===== config.mk =====
export PLATFORM = sky130hd
export DESIGN_NAME = decode_pipe
export DESIGN_NICKNAME = d
export VERILOG_FILES = /design/src/rtl/or_decode_pkg.sv /design/src/rtl/decode_skid.sv /design/src/rtl/decode_pipe.sv
export SDC_FILE = /design/constraint.sdc
export NUM_CORES = 1
export LEC_CHECK = 0
export BUFFER_PORTS_ARGS = -buffer_cell sky130_fd_sc_hd__buf_2
export CORE_MARGIN = 1.5
export CORE_UTILIZATION = 50
export CTS_BUF_LIST = sky130_fd_sc_hd__clkbuf_4 sky130_fd_sc_hd__clkbuf_8
export CTS_CLUSTER_SIZE = 16
export DETAILED_ROUTE_END_ITERATION = 8
export GPL_TIMING_DRIVEN = 1
export HOLD_SLACK_MARGIN = 0.1
export PLACE_DENSITY = 0.84
export RECOVER_POWER = 25
export SLEW_MARGIN = 20
export SYNTH_ARGS = -nofsm -noshare
export SYNTH_HDL_FRONTEND = slang
export SYNTH_SLANG_ARGS = --single-unit

===== constraint.sdc =====
create_clock -name clk_in -period 11.4 [get_ports clk_in]
set_clock_uncertainty 0.2 [all_clocks]
set_input_delay 1.71 -clock clk_in [delete_from_list [all_inputs] [get_ports clk_in]]
set_output_delay 1.71 -clock clk_in [all_outputs]
set_load 0.05 [all_outputs]

===== src/rtl/or_decode_pkg.sv =====
// Opcode map, system-instruction field values and the decoded bundle
// shared by the OR1K decode stage and its skid buffer.
package or_decode_pkg;

    localparam logic [5:0] OP_J     = 6'h00;
    localparam logic [5:0] OP_JAL   = 6'h01;
    localparam logic [5:0] OP_BNF   = 6'h03;
    localparam logic [5:0] OP_BF    = 6'h04;
    localparam logic [5:0] OP_NOP   = 6'h05;
    localparam logic [5:0] OP_MOVHI = 6'h06;
    localparam logic [5:0] OP_SYS   = 6'h08;
    localparam logic [5:0] OP_RFE   = 6'h09;
    localparam logic [5:0] OP_JR    = 6'h11;
    localparam logic [5:0] OP_JALR  = 6'h12;
    localparam logic [5:0] OP_MACI  = 6'h13;
    localparam logic [5:0] OP_LWA   = 6'h1B;
    localparam logic [5:0] OP_LD    = 6'h20;
    localparam logic [5:0] OP_LWZ   = 6'h21;
    localparam logic [5:0] OP_LWS   = 6'h22;
    localparam logic [5:0] OP_LBZ   = 6'h23;
    localparam logic [5:0] OP_LBS   = 6'h24;
    localparam logic [5:0] OP_LHZ   = 6'h25;
    localparam logic [5:0] OP_LHS   = 6'h26;
    localparam logic [5:0] OP_ADDI  = 6'h27;
    localparam logic [5:0] OP_ADDIC = 6'h28;
    localparam logic [5:0] OP_ANDI  = 6'h29;
    localparam logic [5:0] OP_ORI   = 6'h2A;
    localparam logic [5:0] OP_XORI  = 6'h2B;
    localparam logic [5:0] OP_MULI  = 6'h2C;
    localparam logic [5:0] OP_MFSPR = 6'h2D;
    localparam logic [5:0] OP_SHI   = 6'h2E;
    localparam logic [5:0] OP_SFI   = 6'h2F;
    localparam logic [5:0] OP_MTSPR = 6'h30;
    localparam logic [5:0] OP_MAC   = 6'h31;
    localparam logic [5:0] OP_FPU   = 6'h32;
    localparam logic [5:0] OP_SWA   = 6'h33;
    localparam logic [5:0] OP_SD    = 6'h34;
    localparam logic [5:0] OP_SW    = 6'h35;
    localparam logic [5:0] OP_SB    = 6'h36;
    localparam logic [5:0] OP_SH    = 6'h37;
    localparam logic [5:0] OP_ALU   = 6'h38;
    localparam logic [5:0] OP_SF    = 6'h39;

    // inst[25:16] sub-codes inside the OP_SYS group
    localparam logic [9:0] SYS_FIELD   = 10'h000;
    localparam logic [9:0] TRAP_FIELD  = 10'h100;
    localparam logic [9:0] MSYNC_FIELD = 10'h200;
    localparam logic [9:0] PSYNC_FIELD = 10'h280;
    localparam logic [9:0] CSYNC_FIELD = 10'h300;

    typedef struct packed {
        logic [4:0]  rd;
        logic [4:0]  ra;
        logic [4:0]  rb;
        logic [31:0] imm;
        logic [5:0]  opcode;
        logic [3:0]  alu_op;
        logic [7:0]  fpu_op;
        logic        ill;
        logic        sys;
        logic        trap;
    } dec_t;

    localparam int DEC_W = $bits(dec_t);

    typedef struct packed {
        logic rd;
        logic ra;
        logic rb;
    } reg_use_t;

    function automatic logic imm_zext(input logic [5:0] op);
        return op inside {OP_ANDI, OP_ORI, OP_XORI};
    endfunction

    function automatic logic base_legal(
        input logic [5:0] op,
        input logic [9:0] sub
    );
        if (op == OP_SYS)
            return sub inside {SYS_FIELD, TRAP_FIELD, MSYNC_FIELD,
                               PSYNC_FIELD, CSYNC_FIELD};
        return op inside {OP_J, OP_JAL, OP_BNF, OP_BF, OP_NOP,
                          OP_MOVHI, OP_RFE, OP_JR, OP_JALR,
                          OP_MACI, OP_LWA, [OP_LD:OP_MAC],
                          [OP_SWA:OP_SF]};
    endfunction

    function automatic reg_use_t reg_use(input logic [5:0] op);
        reg_use_t u;
        u.rd = op inside {OP_MOVHI, OP_LWA, [OP_LD:OP_SHI],
                          OP_FPU, OP_ALU};
        u.ra = op inside {OP_MACI, OP_LWA, [OP_LD:OP_SFI],
                          [OP_MTSPR:OP_SF]};
        u.rb = op inside {OP_JR, OP_JALR, [OP_MTSPR:OP_SF]};
        return u;
    endfunction

endpackage


===== src/rtl/decode_skid.sv =====
// Two-entry skid FIFO; in_ready depends only on occupancy and stall,
// never on out_ready.
module decode_skid
    import or_decode_pkg::*;
#(
    parameter int W = DEC_W
) (
    input  logic         clk,
    input  logic         rst,
    input  logic         flush,
    input  logic         stall,
    input  logic         in_valid,
    output logic         in_ready,
    input  logic [W-1:0] in_data,
    output logic         out_valid,
    input  logic         out_ready,
    output logic [W-1:0] out_data
);

    logic [W-1:0] mem [2];
    logic         rd_ptr;
    logic         wr_ptr;
    logic [1:0]   cnt;
    logic         push;
    logic         pop;

    assign in_ready  = !stall && (cnt != 2'd2);
    assign out_valid = !stall && (cnt != 2'd0);
    assign out_data  = mem[rd_ptr];

    assign push = in_valid && in_ready && !flush;
    assign pop  = out_valid && out_ready && !flush;

    always_ff @(posedge clk) begin
        if (rst) begin
            for (int i = 0; i < 2; i++)
                mem[i] <= '0;
            rd_ptr <= 1'b0;
            wr_ptr <= 1'b0;
            cnt    <= 2'd0;
        end else if (flush) begin
            rd_ptr <= 1'b0;
            wr_ptr <= 1'b0;
            cnt    <= 2'd0;
        end else begin
            if (push) begin
                mem[wr_ptr] <= in_data;
                wr_ptr      <= ~wr_ptr;
            end
            if (pop)
                rd_ptr <= ~rd_ptr;
            cnt <= cnt + {1'b0, push} - {1'b0, pop};
        end
    end

endmodule


===== src/rtl/decode_pipe.sv =====
// OR1K decode stage: field extraction and legality check into a skid buffer.
// Define DECODE_FPU_EN to make ORFPX32 (opcode 0x32) legal and drive fpu_op_out.
module decode_pipe
    import or_decode_pkg::*;
#(
    parameter int REG_AW = 5,
    parameter int PC_W   = 32
) (
    input  logic              clk_in,
    input  logic              reset_in,
    input  logic [31:0]       inst_in,
    input  logic [PC_W-1:0]   pc_in,
    input  logic              in_valid_in,
    output logic              in_ready_out,
    output logic              out_valid_out,
    input  logic              out_ready_in,
    input  logic              flush_in,
    input  logic              exc_ack_in,
    output logic [REG_AW-1:0] reg_a_addr_out,
    output logic [REG_AW-1:0] reg_b_addr_out,
    output logic [REG_AW-1:0] reg_d_addr_out,
    output logic [31:0]       imm_out,
    output logic [5:0]        opcode_out,
    output logic [3:0]        alu_op_out,
    output logic [PC_W-1:0]   pc_out,
    output logic              flag_ill_inst_out,
    output logic              flag_syscall_out,
    output logic              flag_trap_out,
    output logic [7:0]        fpu_op_out
);

    localparam int BUN_W = DEC_W + PC_W;
    // register-field bits that do not exist in a REG_AW-wide file
    localparam logic [4:0] HI_MASK = 5'(~((32'd1 << REG_AW) - 32'd1));

    typedef enum logic {
        RUN,
        HOLD
    } state_t;

    state_t            state;
    dec_t              dec;
    dec_t              head;
    logic [PC_W-1:0]   head_pc;
    logic [BUN_W-1:0]  in_bun;
    logic [BUN_W-1:0]  out_bun;
    logic [5:0]        op;
    logic [9:0]        sub;
    reg_use_t          ru;
    logic              fpu_legal;
    logic              reg_bad;
    logic              stall;
    logic              flagged;

    always_comb begin
        op         = inst_in[31:26];
        sub        = inst_in[25:16];
        ru         = reg_use(op);
        dec        = '0;
        dec.rd     = inst_in[25:21];
        dec.ra     = inst_in[20:16];
        dec.rb     = inst_in[15:11];
        dec.opcode = op;
        dec.alu_op = inst_in[3:0];
        dec.imm    = imm_zext(op) ? {16'h0000, inst_in[15:0]}
                                  : {{16{inst_in[15]}}, inst_in[15:0]};
`ifdef DECODE_FPU_EN
        fpu_legal  = (op == OP_FPU);
        dec.fpu_op = inst_in[7:0];
`else
        fpu_legal  = 1'b0;
        dec.fpu_op = 8'h00;
`endif
        reg_bad  = (ru.rd && |(dec.rd & HI_MASK))
                || (ru.ra && |(dec.ra & HI_MASK))
                || (ru.rb && |(dec.rb & HI_MASK));
        dec.ill  = !(base_legal(op, sub) || fpu_legal) || reg_bad;
        dec.sys  = !dec.ill && (op == OP_SYS) && (sub == SYS_FIELD);
        dec.trap = !dec.ill && !dec.sys
                && (op == OP_SYS) && (sub == TRAP_FIELD);
    end

    assign in_bun = {dec, pc_in};
    assign {head, head_pc} = out_bun;
    assign stall = (state == HOLD) || reset_in;
    assign flagged = head.ill || head.sys || head.trap;

    decode_skid #(
        .W(BUN_W)
    ) u_skid (
        .clk       (clk_in),
        .rst       (reset_in),
        .flush     (flush_in),
        .stall     (stall),
        .in_valid  (in_valid_in),
        .in_ready  (in_ready_out),
        .in_data   (in_bun),
        .out_valid (out_valid_out),
        .out_ready (out_ready_in),
        .out_data  (out_bun)
    );

    always_ff @(posedge clk_in) begin
        if (reset_in || flush_in) begin
            state <= RUN;
        end else begin
            unique case (state)
                RUN:
                    if (out_valid_out && out_ready_in && flagged)
                        state <= HOLD;
                HOLD:
                    if (exc_ack_in)
                        state <= RUN;
                default:
                    state <= RUN;
            endcase
        end
    end

    assign reg_a_addr_out    = head.ra[REG_AW-1:0];
    assign reg_b_addr_out    = head.rb[REG_AW-1:0];
    assign reg_d_addr_out    = head.rd[REG_AW-1:0];
    assign imm_out           = head.imm;
    assign opcode_out        = head.opcode;
    assign alu_op_out        = head.alu_op;
    assign pc_out            = head_pc;
    assign flag_ill_inst_out = head.ill;
    assign flag_syscall_out  = head.sys;
    assign flag_trap_out     = head.trap;
    assign fpu_op_out        = head.fpu_op;

endmodule


==> flow_summary_export.csv <==
group,metric,value,unit
outcome,status,"finished with violations",
outcome,violations,"max-capacitance violations, max-slew violations",
final_layout,diodes,0,
sta,post-route-worst-setup-slack,6.28,ns
sta,fmax,195,MHz
clock_network,cts_root_buf,"clkbuf_8",
clock_network,post_cts_resized,0,
critical_path,worstPathArrival,5.21,ns
final_layout,fin_area,7560,µm²
sta,fin_crit,5.12,ns
routing,wire_per_inst,16.6,µm
clock_network,cts_buffers,17,
routing,vias,3887,
routing,dr.pass1.iters,4,
sta,rsz0062_at_grt,"no",
synthesis,synth_top_area_frac,0.624,
synthesis,synth-compound-area-share,0.00937,
grt,grt.overflow.total,0,
placement,dpl-instance-area,7310,µm²
floorplanning,num_rows,41,
synthesis,yosys_warnings,0,
floorplanning,ioPinCount,172,
routing,totalWireLength,12900,µm
power_and_ir_drop,power_density,147,nW/µm²
placement,dp_hpwl,8350,µm
sta,finalHoldViolCount,0,
clock_network,cts_setup_buffers,0,
clock_network,htree_levels,4,
sta,tightest_slew,2.54,ns
clock_network,clock_path_buffers,2,
critical_path,critical_path.startpoint_type,"primary input",
floorplanning,fp.dieW,117,µm
synthesis,synth_fa_ha_area_frac,0.00382,
sta,min_period_over_period,0.450,
synthesis,synth.avg_cell_area,14.3,µm²
grt,grt_pass1_wl,20000,µm
grt,grt_pass1_vias,4000,
sta,finalSetupTns,0,ns
critical_path,crit_fanout,37,
floorplanning,die-area,13800,µm²
critical_path,crit_required,11.48,ns
floorplanning,die_h,117,µm
synthesis,ys_types,40,
placement,port_buffers,163,
synthesis,syn_area,6540,µm²
synthesis,synth_top_family_by_area,"simple AND/OR/NAND/NOR gates",
critical_path,worstSetupEndpointType,"flop",
synthesis,synth_simple_gate_area_frac,0.164,
final_layout,nNetsFinal,664,
sta,drv_slew,56,
grt,antenna_found_initial,0,
grt,grt_start_max_net_pins,69,
run,maxCapViolations,2,
clock_network,clock_sink_count,142,
placement,dp_slack,7.02,ns
min_path,min_path_type,"flop to flop",
synthesis,ys_ff_latch,142,
routing,drt-initial-drc-count,245,
power_and_ir_drop,ir_drop,0.0000618,V
routing,postRouteAntennaNets,0,
grt,grt_use_total,0.189,
synthesis,synth_top_cell_by_area,"edfxtp_1",
synthesis,ys_top_cells_by_area,"edfxtp_1 62%, and2_1 12%, mux2_2 12%, buf_4 3.7%, dfxtp_1 1.8%",
sta,slew_headroom,-0.700,
synthesis,yosys.area_share.xor_xnor,0.00535,
synthesis,synthMuxAreaShare,0.117,
synthesis,synthCells,457,
clock_network,clk_pin_slew,0.08,ns
sta,setup_viol,0,
critical_path,worstSetupPathType,"primary input to flop",
clock_network,clk_latency,0.42,ns
final_layout,drive_gt1_frac,0.440,
routing,via_per_inst,5.00,
power_and_ir_drop,p_leak,3.09,nW
floorplanning,coreArea,12700,µm²
floorplanning,initial_core_util,0.516,
placement,gp_congestion,0.829,
routing,drc,0,
clock_network,cts-hold-fix-buffers,0,
clock_network,cts_tree,"yes",
final_layout,syn2layout_area_growth,15.6,%
synthesis,yosysSeqAreaShare,0.643,
final timing paths:
kind | start | to | slack, ns | cells past startpoint
worst max-delay path | reset_in | u_skid.mem[1][89] | 6.28 | 6
worst min-delay path | u_skid.rd_ptr | u_skid.rd_ptr | 0.37 | 2
worst max register to register | state | u_skid.mem[1][89] | 7.50 | 5
worst min register to register | u_skid.rd_ptr | u_skid.rd_ptr | 0.37 | 2
layout make-up:
| class | instances | area, µm² |
|---|---|---|
| Clock buffer | 17 | 234 |
| Clock inverter | 15 | 96.3 |
| Fill cell | 1010 | 5110 |
| Inverter | 6 | 22.5 |
| Multi-Input combinational cell | 260 | 1960 |
| Sequential cell | 142 | 4210 |
| Tap cell | 172 | 215 |
| Timing Repair Buffer | 165 | 826 |
flip-flops by register name, summed over array words and instances, names as in the netlist, named ones only:
signal / flops
u_skid.wr_ptr: 1
u_skid.cnt: 2
state: 1
u_skid.mem: 136
u_skid.rd_ptr: 1
Yosys cell counts, drive strengths merged:
cell	number
a21boi	1
a21oi	2
a221oi	1
a2bb2oi	1
and2	125
buf	41
clkbuf	15
conb	1
dfxtp	6
edfxtp	136
ha	2
inv	6
mux2	68
nand2b	5
nand3	1
nand3b	1
nand4	1
nand4b	2
nor2	11
nor2b	2
nor3	14
nor3b	2
nor4	2
o21ai	2
o21bai	1
o221ai	1
or2	1
or3	1
or3b	1
xnor2	1
xor2	3
through the flow:
stage | util | power [mW] | hold slack [ns] | instances
after floorplan | - | 0.749 | 0.320 | 464
after global placement | 0.575 | 0.783 | 0.363 | 744
after detailed placement | 0.577 | 0.788 | 0.346 | 745
after CTS | 0.603 | 1.12 | 0.368 | 777
after global routing | 0.597 | 1.15 | 0.417 | 777
final | 0.597 | 1.11 | 0.365 | 777
metal layers:
layer / track usage / up-vias / wire length [µm]
met2: 0.317 / 145 / 6470
met3: 0.0399 / 11 / 726
met1: 0.239 / 1891 / 5540
met5: 0 / - / 0
li1: - / 1840 / -
met4: 0.0795 / 0 / 151
cells in the final DEF (no fill, tap or decap), types with 2 or more instances in the layout:
| cell | count |
|---|---|
| a21oi_1 | 2 |
| and2_0 | 53 |
| and2_1 | 72 |
| buf_2 | 162 |
| clkbuf_1 | 2 |
| clkbuf_8 | 17 |
| clkinv_1 | 2 |
| clkinv_2 | 5 |
| clkinvlp_4 | 5 |
| conb_1 | 8 |
| dfxtp_1 | 5 |
| edfxtp_1 | 136 |
| ha_1 | 2 |
| inv_1 | 6 |
| inv_6 | 3 |
| mux2_2 | 68 |
| nand2b_1 | 2 |
| nand2b_4 | 2 |
| nand4b_1 | 2 |
| nor2_1 | 11 |
| nor2b_1 | 2 |
| nor3_1 | 13 |
| nor3b_1 | 2 |
| nor4_1 | 2 |
| o21ai_0 | 2 |
| xor2_1 | 3 |
critical path, stage by stage:
cell      delay [ns]
clkbuf_1        0.22
nor2_1          0.26
nand4b_1        0.24
nor3b_1         1.99
buf_4           0.58
and2_1          0.18
report_power, final:
group / switching (mW) / leakage [nW] / internal [mW]
Sequential: 0.00666 / 1.45 / 0.597
Combinational: 0.128 / 1.48 / 0.0411
Clock: 0.191 / 0.159 / 0.148
logic make-up after synthesis:
logic type                 Yosys count
xor gates and xnor gates             4
DFF                                142
and+or+nand+nor                    169
other                                1
adders and majority gates            2
buffers and inverters               62
AOI/OAI and AO/OA                    9
muxes                               68
No activity file was read; power rests on OpenSTA's default activity.
